[config.mk]
export PLATFORM = sky130hd
export DESIGN_NAME = lsu_byte_seq_flat
export DESIGN_NICKNAME = d
export VERILOG_FILES = /design/src/rtl/lsu_byte_seq_if.sv /design/src/rtl/lsu_byte_seq.sv /design/src/flat_wrapper.sv
export SDC_FILE = /design/constraint.sdc
export NUM_CORES = 1
export LEC_CHECK = 0
export CAP_MARGIN = 20
export CORE_AREA = 2 2 139 141
export CTS_BUF_LIST = sky130_fd_sc_hd__clkbuf_4 sky130_fd_sc_hd__clkbuf_8
export CTS_CLUSTER_DIAMETER = 100
export DETAILED_ROUTE_END_ITERATION = 8
export DIE_AREA = 0 0 141 143
export PLACE_DENSITY = 0.77
export SLEW_MARGIN = 20
export SYNTH_ARGS = -nofsm -noshare
export SYNTH_HDL_FRONTEND = slang
export SYNTH_SLANG_ARGS = --single-unit
[constraint.sdc]
create_clock -name clk -period 3.55 [get_ports clk]
set_input_delay 1.065 -clock clk [delete_from_list [all_inputs] [get_ports clk]]
set_output_delay 1.065 -clock clk [all_outputs]
set_load 0.01 [all_outputs]
[src/rtl/lsu_byte_seq_if.sv]
// rtl/lsu_byte_seq_if.sv - core-side request/response bundle of the byte load/store sequencer
interface lsu_byte_seq_if #(
  parameter int AW = 32
) ();
  logic          req_valid;
  logic          req_ready;
  logic          req_we;
  logic [1:0]    req_size;
  logic          req_unsigned;
  logic [AW-1:0] req_addr;
  logic [31:0]   req_wdata;
  logic          resp_valid;
  logic          resp_err;
  logic [31:0]   resp_rdata;

  modport master (
    output req_valid, req_we, req_size, req_unsigned, req_addr, req_wdata,
    input  req_ready, resp_valid, resp_err, resp_rdata
  );

  modport slave (
    input  req_valid, req_we, req_size, req_unsigned, req_addr, req_wdata,
    output req_ready, resp_valid, resp_err, resp_rdata
  );
endinterface

[src/rtl/lsu_byte_seq.sv]
// rtl/lsu_byte_seq.sv - splits byte/half/word loads and stores into little-endian byte memory cycles
module lsu_byte_seq #(
  parameter int AW              = 32,
  parameter bit ERR_ON_MISALIGN = 1'b0
) (
  input  logic          clk,
  input  logic          reset,
  lsu_byte_seq_if.slave req_if,
  output logic [AW-1:0] mem_ra,
  input  logic [31:0]   mem_rd,
  output logic          mem_we,
  output logic [AW-1:0] mem_wa,
  output logic [31:0]   mem_wd
);
  typedef enum logic [1:0] {S_IDLE, S_ACCESS, S_DONE} state_e;

  state_e        state_q, state_d;
  logic [1:0]    cnt_q, cnt_d, last_q, last_d, size_q, size_d;
  logic          we_q, we_d, uns_q, uns_d;
  logic [AW-1:0] addr_q, addr_d, maddr_q, maddr_d;
  logic [31:0]   wdata_q, wdata_d, lanes_q, lanes_d, rdata_q, rdata_d;
  logic [7:0]    wbyte_q, wbyte_d;
  logic          mem_we_q, mem_we_d, resp_valid_q, resp_valid_d, resp_err_q, resp_err_d;
  logic [1:0]    cnt_inc;
  logic [31:0]   lanes_fill, wdata_next;
  logic          req_err;
  logic          unused_rd;

  assign unused_rd = ^mem_rd[31:8];

  function automatic logic [31:0] extend(input logic [31:0] l, input logic [1:0] sz, input logic uns);
    case (sz)
      2'd0:    extend = {{24{~uns & l[7]}}, l[7:0]};
      2'd1:    extend = {{16{~uns & l[15]}}, l[15:0]};
      default: extend = l;
    endcase
  endfunction

  always_comb begin
    cnt_inc    = cnt_q + 2'd1;
    lanes_fill = (lanes_q & ~(32'hFF << {cnt_q, 3'b000})) | ({24'h0, mem_rd[7:0]} << {cnt_q, 3'b000});
    wdata_next = wdata_q >> {cnt_inc, 3'b000};
    // Illegal size always errors; misalignment only when the parameter asks for it.
    req_err    = (req_if.req_size == 2'd3) ||
                 (ERR_ON_MISALIGN && ((req_if.req_size == 2'd1 && req_if.req_addr[0]) ||
                                      (req_if.req_size == 2'd2 && req_if.req_addr[1:0] != 2'd0)));
    state_d      = state_q;
    cnt_d        = cnt_q;
    last_d       = last_q;
    size_d       = size_q;
    we_d         = we_q;
    uns_d        = uns_q;
    addr_d       = addr_q;
    wdata_d      = wdata_q;
    lanes_d      = lanes_q;
    rdata_d      = rdata_q;
    maddr_d      = maddr_q;
    wbyte_d      = wbyte_q;
    mem_we_d     = 1'b0;
    resp_valid_d = 1'b0;
    resp_err_d   = 1'b0;
    case (state_q)
      S_IDLE: begin
        if (req_if.req_valid) begin
          we_d    = req_if.req_we;
          size_d  = req_if.req_size;
          uns_d   = req_if.req_unsigned;
          addr_d  = req_if.req_addr;
          wdata_d = req_if.req_wdata;
          if (req_err) begin
            state_d      = S_DONE;
            resp_valid_d = 1'b1;
            resp_err_d   = 1'b1;
            rdata_d      = 32'h0;
          end else begin
            state_d  = S_ACCESS;
            cnt_d    = 2'd0;
            last_d   = (req_if.req_size == 2'd0) ? 2'd0 : (req_if.req_size == 2'd1) ? 2'd1 : 2'd3;
            lanes_d  = 32'h0;
            maddr_d  = req_if.req_addr;
            mem_we_d = req_if.req_we;
            wbyte_d  = req_if.req_wdata[7:0];
          end
        end
      end
      S_ACCESS: begin
        if (!we_q) lanes_d = lanes_fill;
        if (cnt_q == last_q) begin
          state_d      = S_DONE;
          resp_valid_d = 1'b1;
          rdata_d      = we_q ? 32'h0 : extend(lanes_fill, size_q, uns_q);
        end else begin
          cnt_d    = cnt_inc;
          maddr_d  = addr_q + AW'(cnt_inc);
          mem_we_d = we_q;
          wbyte_d  = wdata_next[7:0];
        end
      end
      S_DONE:  state_d = S_IDLE;
      default: state_d = S_IDLE;
    endcase
  end

  always_ff @(posedge clk) begin
    if (reset) begin
      state_q      <= S_IDLE;
      cnt_q        <= 2'd0;
      last_q       <= 2'd0;
      size_q       <= 2'd0;
      we_q         <= 1'b0;
      uns_q        <= 1'b0;
      addr_q       <= '0;
      wdata_q      <= 32'h0;
      lanes_q      <= 32'h0;
      rdata_q      <= 32'h0;
      maddr_q      <= '0;
      wbyte_q      <= 8'h0;
      mem_we_q     <= 1'b0;
      resp_valid_q <= 1'b0;
      resp_err_q   <= 1'b0;
    end else begin
      state_q      <= state_d;
      cnt_q        <= cnt_d;
      last_q       <= last_d;
      size_q       <= size_d;
      we_q         <= we_d;
      uns_q        <= uns_d;
      addr_q       <= addr_d;
      wdata_q      <= wdata_d;
      lanes_q      <= lanes_d;
      rdata_q      <= rdata_d;
      maddr_q      <= maddr_d;
      wbyte_q      <= wbyte_d;
      mem_we_q     <= mem_we_d;
      resp_valid_q <= resp_valid_d;
      resp_err_q   <= resp_err_d;
    end
  end

  assign req_if.req_ready  = (state_q == S_IDLE);
  assign req_if.resp_valid = resp_valid_q;
  assign req_if.resp_err   = resp_err_q;
  assign req_if.resp_rdata = rdata_q;
  assign mem_ra            = maddr_q;
  assign mem_wa            = maddr_q;
  assign mem_we            = mem_we_q;
  assign mem_wd            = {24'h0, wbyte_q};
endmodule

[src/flat_wrapper.sv]
// flat-port wrapper written by rule: the top's interface ports become plain ports
module lsu_byte_seq_flat 
#(
  parameter int AW              = 32,
  parameter bit ERR_ON_MISALIGN = 1'b0
)
  (clk, reset, mem_ra, mem_rd, mem_we, mem_wa, mem_wd, req_if_req_valid, req_if_req_we, req_if_req_size, req_if_req_unsigned, req_if_req_addr, req_if_req_wdata, req_if_req_ready, req_if_resp_valid, req_if_resp_err, req_if_resp_rdata);
  lsu_byte_seq_if #(.AW(AW)) req_if_i ();
  input  logic clk;
  input  logic reset;
  output logic [AW-1:0] mem_ra;
  input  logic [31:0] mem_rd;
  output logic mem_we;
  output logic [AW-1:0] mem_wa;
  output logic [31:0] mem_wd;
  input wire logic [$bits(req_if_i.req_valid)-1:0] req_if_req_valid;
  input wire logic [$bits(req_if_i.req_we)-1:0] req_if_req_we;
  input wire logic [$bits(req_if_i.req_size)-1:0] req_if_req_size;
  input wire logic [$bits(req_if_i.req_unsigned)-1:0] req_if_req_unsigned;
  input wire logic [$bits(req_if_i.req_addr)-1:0] req_if_req_addr;
  input wire logic [$bits(req_if_i.req_wdata)-1:0] req_if_req_wdata;
  output wire logic [$bits(req_if_i.req_ready)-1:0] req_if_req_ready;
  output wire logic [$bits(req_if_i.resp_valid)-1:0] req_if_resp_valid;
  output wire logic [$bits(req_if_i.resp_err)-1:0] req_if_resp_err;
  output wire logic [$bits(req_if_i.resp_rdata)-1:0] req_if_resp_rdata;
  assign req_if_i.req_valid = req_if_req_valid;
  assign req_if_i.req_we = req_if_req_we;
  assign req_if_i.req_size = req_if_req_size;
  assign req_if_i.req_unsigned = req_if_req_unsigned;
  assign req_if_i.req_addr = req_if_req_addr;
  assign req_if_i.req_wdata = req_if_req_wdata;
  assign req_if_req_ready = req_if_i.req_ready;
  assign req_if_resp_valid = req_if_i.resp_valid;
  assign req_if_resp_err = req_if_i.resp_err;
  assign req_if_resp_rdata = req_if_i.resp_rdata;
  lsu_byte_seq #(.AW(AW), .ERR_ON_MISALIGN(ERR_ON_MISALIGN)) u_core (.clk(clk), .reset(reset), .req_if(req_if_i), .mem_ra(mem_ra), .mem_rd(mem_rd), .mem_we(mem_we), .mem_wa(mem_wa), .mem_wd(mem_wd));
endmodule
==> flow_metrics.env, run 1 <==
export IMPL_initial_standard_cell_utilization_of_the_core_pct=46.2
export IMPL_ant_nets=0
export IMPL_pre_cts_slack_ns=0.348
export IMPL_cts_repair_timing_setup_buffer_count=0
export IMPL_finalSetupViolations=0
export IMPL_ctsHoldBuffers=0
export IMPL_critical_path_endpoint_type="register"
export IMPL_final_layout_size_suffix_gt1_share_pct=6.20
export IMPL_place_congestion=0.858
export IMPL_drt_iter0_drc=518
export IMPL_yosysMostFrequentCell="sky130_fd_sc_hd__nand2_1"
export IMPL_synth_largest_area_cell="sky130_fd_sc_hd__dfxtp_1"
export IMPL_routed_wirelength_normalized_by_instance_count_um=16.5
export IMPL_crit_reg2reg_capture="u_core.mem_ra[21]"
export IMPL_req_time_crit_path_ns=3.91
export IMPL_syn_area_per_cell_um2=8.21
export IMPL_finalHoldWorstSlack_ns=0.457
export IMPL_num_nets_final=1275
export IMPL_hold_path_depth=2
export IMPL_tritoncts="built"
export IMPL_grt_overflow=0
export IMPL_synth_cells_most_frequent="221 x sky130_fd_sc_hd__nand2_1, 181 x sky130_fd_sc_hd__dfxtp_1, 111 x sky130_fd_sc_hd__a21oi_1, 87 x sky130_fd_sc_hd__nor2_1, 57 x sky130_fd_sc_hd__buf_4"
export IMPL_die_width_um=141
export IMPL_yosys_warnings=0
export IMPL_dr_total_vias=7723
export IMPL_synth_ff_type="sky130_fd_sc_hd__dfxtp_1"
export IMPL_synthArstFlopShare_pct=0
export IMPL_post_synth_main_area_contributors="sky130_fd_sc_hd__dfxtp_1 42%, sky130_fd_sc_hd__nand2_1 9.7%, sky130_fd_sc_hd__a21oi_1 6.5%, sky130_fd_sc_hd__buf_4 5.0%, sky130_fd_sc_hd__nor2_1 3.8%"
export IMPL_detail_route_wirelength_mm=23.2
export IMPL_mappedNetlistArea_mm2=0.00858
export IMPL_n_antenna_cell=0
export IMPL_areaGrowthSynthToFinish_pct=23.9
export IMPL_grt_total_usage_pct=22.9
export IMPL_worst_hold_path_endpoint="u_core.wdata_q[2]"
export IMPL_dieHeight_um=143
export IMPL_grt_antenna_before_repair=0
export IMPL_fp_row_count=50
export IMPL_run_status="finished clean"
export IMPL_post_dp_hpwl_mm=15.9
export IMPL_h_tree_depth=4
export IMPL_synthDominantCellAreaShare_pct=42.2
export IMPL_first_global_vias=7254
export IMPL_reg2reg_from="u_core.cnt_q[1]"
export IMPL_post_cts_resized_instances=0
export IMPL_drt_vias_per_instance=5.47
export IMPL_final_period_utilization_pct=86.6
export IMPL_grt_max_degree=63
export IMPL_wl_met2_mm=11.4
export IMPL_met3_routed_wirelength_mm=1.33
export IMPL_route_detailed_drc=0
export IMPL_final_hold_violation_count=0
export IMPL_synth_yosys_seq_area_share_pct=42.2
export IMPL_layout_min_cycle_time_ns=3.07
export IMPL_worstHoldPathType="reg2reg"
export IMPL_cts_root_buf="sky130_fd_sc_hd__clkbuf_8"
export IMPL_finClkSkew_ns=0.0156
export IMPL_drt_pass1_iterations=5
export IMPL_core_region_area_mm2=0.0186
export IMPL_insertion_delay_ns=0.48
export IMPL_path_max_fanout=10
export IMPL_synth_cell_types=69
export IMPL_timing_reg2reg_setup_slack_ns=0.48
export IMPL_timing_final_ws_setup_ns=0.477
export IMPL_drv_slew=0
export IMPL_die_area_mm2=0.0202
export IMPL_min_delay_start="u_core.wdata_q[2]"
export IMPL_ir_worst_vdd_v=0.000279
export IMPL_final_fill_count=1670
export IMPL_ys_seq_elements=181
export IMPL_ctsLongestPathBuffers=2
export IMPL_reg2reg_depth=8
export IMPL_setup_tns_final_ns=0
export IMPL_maxCapViolations=0
export IMPL_postLayoutCoreUtil_pct=57.2
export IMPL_startpoint_type="register"
export IMPL_post_synth_inst_count=1045
export IMPL_maxSlewHeadroom_pct=44.7
export IMPL_wl_met1_mm=10.2
export IMPL_grt_first_pass_wirelength_mm=36.9
export IMPL_timing_worst_slew_pin_value_ns=0.829
export IMPL_grt_setup_unrepaired="false"
export IMPL_cts_buffers_inserted=17
export IMPL_highest_signal_layer="met4"
export IMPL_clock_fmax_mhz=325
export IMPL_edff_count_synth=0
export IMPL_p_per_area_mw_per_mm2=450
export IMPL_power_leakage_nw=3.91
export IMPL_clock_sinks=181
export IMPL_cts_reportedPaths_clkPinSlew_ns=0.10
export IMPL_crit_type="reg2reg"
export IMPL_worst_endpoint_arrival_ns=3.43
export IMPL_ioPinCount=235
export IMPL_io_buffers=186
## final cells by class
cell class | count | area, um2 | area share, %
sequential | 181 | 3620 | 34.1
clock inverter | 11 | 104 | 0.977
timing repair buffer | 202 | 2000 | 18.9
clock buffer | 20 | 275 | 2.59
tap | 234 | 293 | 2.75
inverter | 12 | 45.0 | 0.424
multi-input combinational | 751 | 4290 | 40.3
## cell families (layout without fill, tap and decap cells)
| group | count (synthesis) | after routing | synth area share (%) |
|---|---|---|---|
| xor+xnor | 23 | 23 | 2.52 |
| fa+ha+maj | 7 | 7 | 1.11 |
| compound gates | 269 | 269 | 21.1 |
| other cells | 1 | 24 | 0.0437 |
| simple gates | 417 | 417 | 21.6 |
| buf+inv | 136 | 245 | 8.93 |
| flops | 181 | 181 | 42.2 |
| mux | 11 | 11 | 2.45 |
## stage by stage
stage / cells / instance area (um2) / power [mW]
2_1_floorplan: 1068 / 8670 / 3.01
4_1_cts: 1411 / 10600 / 4.81
3_5_place_dp: 1380 / 10300 / 3.46
3_3_place_gp: 1380 / 10300 / 3.44
5_1_grt: 1411 / 10600 / 5.02
6_report: 1411 / 10600 / 4.79
## layer usage
| metal | track usage (%) | up-vias |
|---|---|---|
| met3 | 5.57 | 20 |
| met4 | 5.58 | 0 |
| met1 | 28.8 | 3658 |
| li1 | - | 3801 |
| met2 | 39.7 | 244 |
| met5 | 0 | - |
## placed cells by master, fill, tap and decap left out, types with 5 or more instances in the layout
cell / instances
sky130_fd_sc_hd__a221o_1: 7
sky130_fd_sc_hd__nor3_1: 14
sky130_fd_sc_hd__o21ai_0: 19
sky130_fd_sc_hd__a2bb2oi_1: 11
sky130_fd_sc_hd__mux4_2: 8
sky130_fd_sc_hd__ha_1: 6
sky130_fd_sc_hd__a22oi_1: 32
sky130_fd_sc_hd__and3_1: 10
sky130_fd_sc_hd__clkdlybuf4s50_1: 185
sky130_fd_sc_hd__a211o_1: 9
sky130_fd_sc_hd__a21oi_1: 111
sky130_fd_sc_hd__nand4_1: 14
sky130_fd_sc_hd__a22o_1: 16
sky130_fd_sc_hd__xnor2_1: 5
sky130_fd_sc_hd__nand3_1: 16
sky130_fd_sc_hd__conb_1: 24
sky130_fd_sc_hd__and2_1: 12
sky130_fd_sc_hd__clkinvlp_4: 5
sky130_fd_sc_hd__nor2b_1: 18
sky130_fd_sc_hd__o22ai_1: 8
sky130_fd_sc_hd__xor2_1: 16
sky130_fd_sc_hd__dfxtp_1: 181
sky130_fd_sc_hd__nor2_1: 87
sky130_fd_sc_hd__a311oi_1: 11
sky130_fd_sc_hd__and4_1: 6
sky130_fd_sc_hd__inv_1: 11
sky130_fd_sc_hd__o21a_1: 13
sky130_fd_sc_hd__buf_4: 15
sky130_fd_sc_hd__nand2_1: 220
sky130_fd_sc_hd__clkbuf_8: 20
## worst max-delay path: stages, from the launching register on
cell and delay [ns]:
sky130_fd_sc_hd__dfxtp_1 0.59, sky130_fd_sc_hd__inv_1 0.18, sky130_fd_sc_hd__ha_1 0.38, sky130_fd_sc_hd__ha_1 0.30, sky130_fd_sc_hd__a21o_1 0.27, sky130_fd_sc_hd__and3_1 0.42, sky130_fd_sc_hd__a21boi_0 0.14, sky130_fd_sc_hd__o311ai_0 0.54
sky130_fd_sc_hd__a21oi_1 0.13
## how the worst max path moves through the flow
stage,cells past startpoint,slack [ns],start,end
finish,8,0.48,u_core.cnt_q[1],u_core.mem_ra[21]
floorplan,10,0.86,u_core.cnt_q[0],u_core.mem_ra[21]
CTS,8,0.47,u_core.cnt_q[1],u_core.mem_ra[24]
global route,8,0.20,u_core.cnt_q[1],u_core.mem_ra[24]
global placement,7,0.40,req_if_req_size[1],u_core.mem_ra[2]
detailed placement,6,0.35,req_if_req_size[0],u_core.wbyte_q[5]
## registers in the layout, indices dropped and copies added, names as in the netlist, 2 cells and up
name	count
u_core.addr_q	32
u_core.lanes_q	32
u_core.mem_ra	32
u_core.req_if.resp_rdata	32
u_core.wdata_q	32
u_core.wbyte_q	8
u_core.cnt_q	2
u_core.last_q	2
u_core.size_q	2
u_core.state_q	2
## report_power, final
group,switching (mW),internal [mW]
Clock,0.762,0.606
Combinational,0.583,0.526
Sequential,0.129,2.18
Total,1.47,3.31
No activity file was read; power rests on OpenSTA's default activity.
==> run 2: changes to the inputs <==
--- a/config.mk
+++ b/config.mk
@@ -6,12 +6,11 @@
 export NUM_CORES = 1
 export LEC_CHECK = 0
 export CAP_MARGIN = 20
-export CORE_AREA = 2 2 139 141
+export CORE_AREA = 2 2 160 162
 export CTS_BUF_LIST = sky130_fd_sc_hd__clkbuf_4 sky130_fd_sc_hd__clkbuf_8
 export CTS_CLUSTER_DIAMETER = 100
 export DETAILED_ROUTE_END_ITERATION = 8
-export DIE_AREA = 0 0 141 143
-export PLACE_DENSITY = 0.77
+export DIE_AREA = 0 0 162 164
 export SLEW_MARGIN = 20
 export SYNTH_ARGS = -nofsm -noshare
 export SYNTH_HDL_FRONTEND = slang
==> flow_metrics.env, run 2 (same netlist as run 1, synthesis figures left out) <==
export IMPL_dieHeight_um=164
export IMPL_critical_path_endpoint_type="primary output"
export IMPL_dr_total_vias=7539
export IMPL_ctsLongestPathBuffers=2
export IMPL_timing_reg2reg_setup_slack_ns=0.70
export IMPL_tritoncts="built"
export IMPL_maxCapViolations=0
export IMPL_grt_overflow=0
export IMPL_grt_antenna_before_repair=1
export IMPL_worst_endpoint_arrival_ns=1.88
export IMPL_final_common_cell="sky130_fd_sc_hd__nand2_1"
export IMPL_h_tree_depth=4
export IMPL_req_time_crit_path_ns=2.48
export IMPL_worst_setup_sp="u_core.state_q[1]"
export IMPL_sequential_cell_area_mm2=0.00362
export IMPL_clock_fmax_mhz=339
export IMPL_worstHoldPathType="reg2reg"
export IMPL_timing_worst_slew_pin_value_ns=0.899
export IMPL_grt_setup_unrepaired="false"
export IMPL_run_status="finished clean"
export IMPL_cts_repair_timing_setup_buffer_count=0
export IMPL_ir_worst_vdd_v=0.000172
export IMPL_ant_nets=0
export IMPL_final_layout_size_suffix_gt1_share_pct=6.36
export IMPL_drt_vias_per_instance=5.00
export IMPL_worst_setup_path_endpoint="req_if_req_ready"
export IMPL_clock_sinks=181
export IMPL_cts_root_buf="sky130_fd_sc_hd__clkbuf_8"
export IMPL_ctsHoldBuffers=0
export IMPL_fp_row_count=58
export IMPL_p_per_area_mw_per_mm2=448
export IMPL_path_delay_family="flip-flops"
export IMPL_core_region_area_mm2=0.0248
export IMPL_reg2reg_depth=9
export IMPL_setup_tns_final_ns=0
export IMPL_finClkSkew_ns=0.0138
export IMPL_final_period_utilization_pct=83.0
export IMPL_postLayoutCoreUtil_pct=43.5
export IMPL_cp_num_cells=2
export IMPL_detail_route_wirelength_mm=23.9
export IMPL_multiInputGateArea_mm2=0.00429
export IMPL_die_area_mm2=0.0266
export IMPL_route_detailed_drc=0
export IMPL_path_max_fanout=14
export IMPL_io_buffers=186
export IMPL_final_hold_violation_count=0
export IMPL_n_antenna_cell=0
export IMPL_grt_total_usage_pct=17.9
export IMPL_layout_min_cycle_time_ns=2.95
export IMPL_die_width_um=162
export IMPL_power_leakage_nw=3.94
export IMPL_most_frequent_cells_in_the_layout="220 x sky130_fd_sc_hd__nand2_1, 185 x sky130_fd_sc_hd__clkdlybuf4s50_1, 181 x sky130_fd_sc_hd__dfxtp_1"
export IMPL_insertion_delay_ns=0.47
export IMPL_reg2reg_from="u_core.cnt_q[1]"
export IMPL_critical_path_buf_inv_count=1
export IMPL_post_cts_resized_instances=0
export IMPL_drt_iter0_drc=400
export IMPL_critical_path_max_stage_delay_ns=0.68
export IMPL_areaGrowthSynthToFinish_pct=25.8
export IMPL_num_nets_final=1276
export IMPL_ioPinCount=235
export IMPL_drv_slew=0
export IMPL_grt_max_degree=154
export IMPL_startpoint_type="register"
export IMPL_drt_pass1_iterations=5
export IMPL_cts_buffers_inserted=17
export IMPL_cp_slowest_cell="sky130_fd_sc_hd__dfxtp_1"
export IMPL_finalSetupViolations=0
export IMPL_crit_reg2reg_capture="u_core.mem_ra[24]"
export IMPL_path_cells="nor2_1, clkdlybuf4s50_1"
export IMPL_final_fill_count=2571
export IMPL_post_dp_hpwl_mm=16.3
export IMPL_place_congestion=0.816
export IMPL_cts_reportedPaths_clkPinSlew_ns=0.10
export IMPL_initial_standard_cell_utilization_of_the_core_pct=34.6
export IMPL_crit_type="reg2out"
export IMPL_maxSlewHeadroom_pct=40.0
export IMPL_first_global_vias=7061
export IMPL_grt_first_pass_wirelength_mm=38.0
export IMPL_routed_wirelength_normalized_by_instance_count_um=15.9
## run 2: cell count changes in the layout (fill, tap and decap cells not counted), sizes merged
| cell | previous run | this run |
|---|---|---|
| clkinvlp | 5 | 1 |
| bufinv | 1 | 0 |
| clkbuf | 20 | 17 |
| clkinv | 6 | 5 |
| buf | 17 | 18 |
| inv | 11 | 21 |
## run 2: area by class of cell
cell class                      instances  share of cell area, %
Clock buffer                           17                   2.17
Clock inverter                         15                   1.48
Sequential cell                       181                   33.5
Timing Repair Buffer                  203                   18.9
Multi-Input combinational cell        751                   39.7
Tap cell                              330                   3.82
Inverter                               12                  0.417
## run 2: worst register-to-register path: cells and delay by family (launching register included)
kind	cells	cell delay [ns]
AND/OR/NAND/NOR	3	1.08
adder cells (fa/ha/maj)	2	0.67
flip-flops	1	0.32
buffers and inverters	2	0.28
AO/OA/AOI/OAI	1	0.24
XOR/XNOR	1	0.18
## run 2: power breakdown
| group | total [mW] | internal, mW | leakage [nW] | switching (mW) |
|---|---|---|---|---|
| logic | 1.12 | 0.532 | 2.27 | 0.588 |
| registers | 2.31 | 2.18 | 1.48 | 0.127 |
| clock network | 1.41 | 0.535 | 0.199 | 0.874 |
| total | 4.84 | 3.25 | 3.94 | 1.59 |
## run 2: per-layer routing
layer / vias to the layer above / track usage, % / wire [um]
met4: 2 / 4.47 / 211
met5: - / 0 / 8
li1: 3798 / - / -
met3: 16 / 4.24 / 1380
met1: 3531 / 23.9 / 10900
met2: 192 / 29.4 / 11400
## run 2: worst min path at each step
stage / startpoint / to / slack (ns) / cells after the start
after global routing: u_core.wdata_q[14] / u_core.wdata_q[14] / 0.48 / 2
final: u_core.wdata_q[13] / u_core.wdata_q[13] / 0.46 / 2
after CTS: u_core.wdata_q[14] / u_core.wdata_q[14] / 0.46 / 2
after detailed placement: u_core.wdata_q[3] / u_core.wdata_q[3] / 0.45 / 2
after global placement: u_core.wdata_q[0] / u_core.wdata_q[0] / 0.44 / 2
after floorplan: u_core.wdata_q[0] / u_core.wdata_q[0] / 0.43 / 2
## run 2: per-stage QoR
stage	power (mW)	instances	cell area [um2]	hold WS [ns]	worst slack, ns
final	4.84	1509	10800	0.459	0.604
after global routing	5.10	1509	10800	0.479	0.444
after CTS	4.89	1509	10800	0.463	0.560
after detailed placement	3.48	1477	10400	0.447	0.385
after global placement	3.47	1477	10400	0.440	0.402
after floorplan	3.01	1068	8670	0.433	0.859
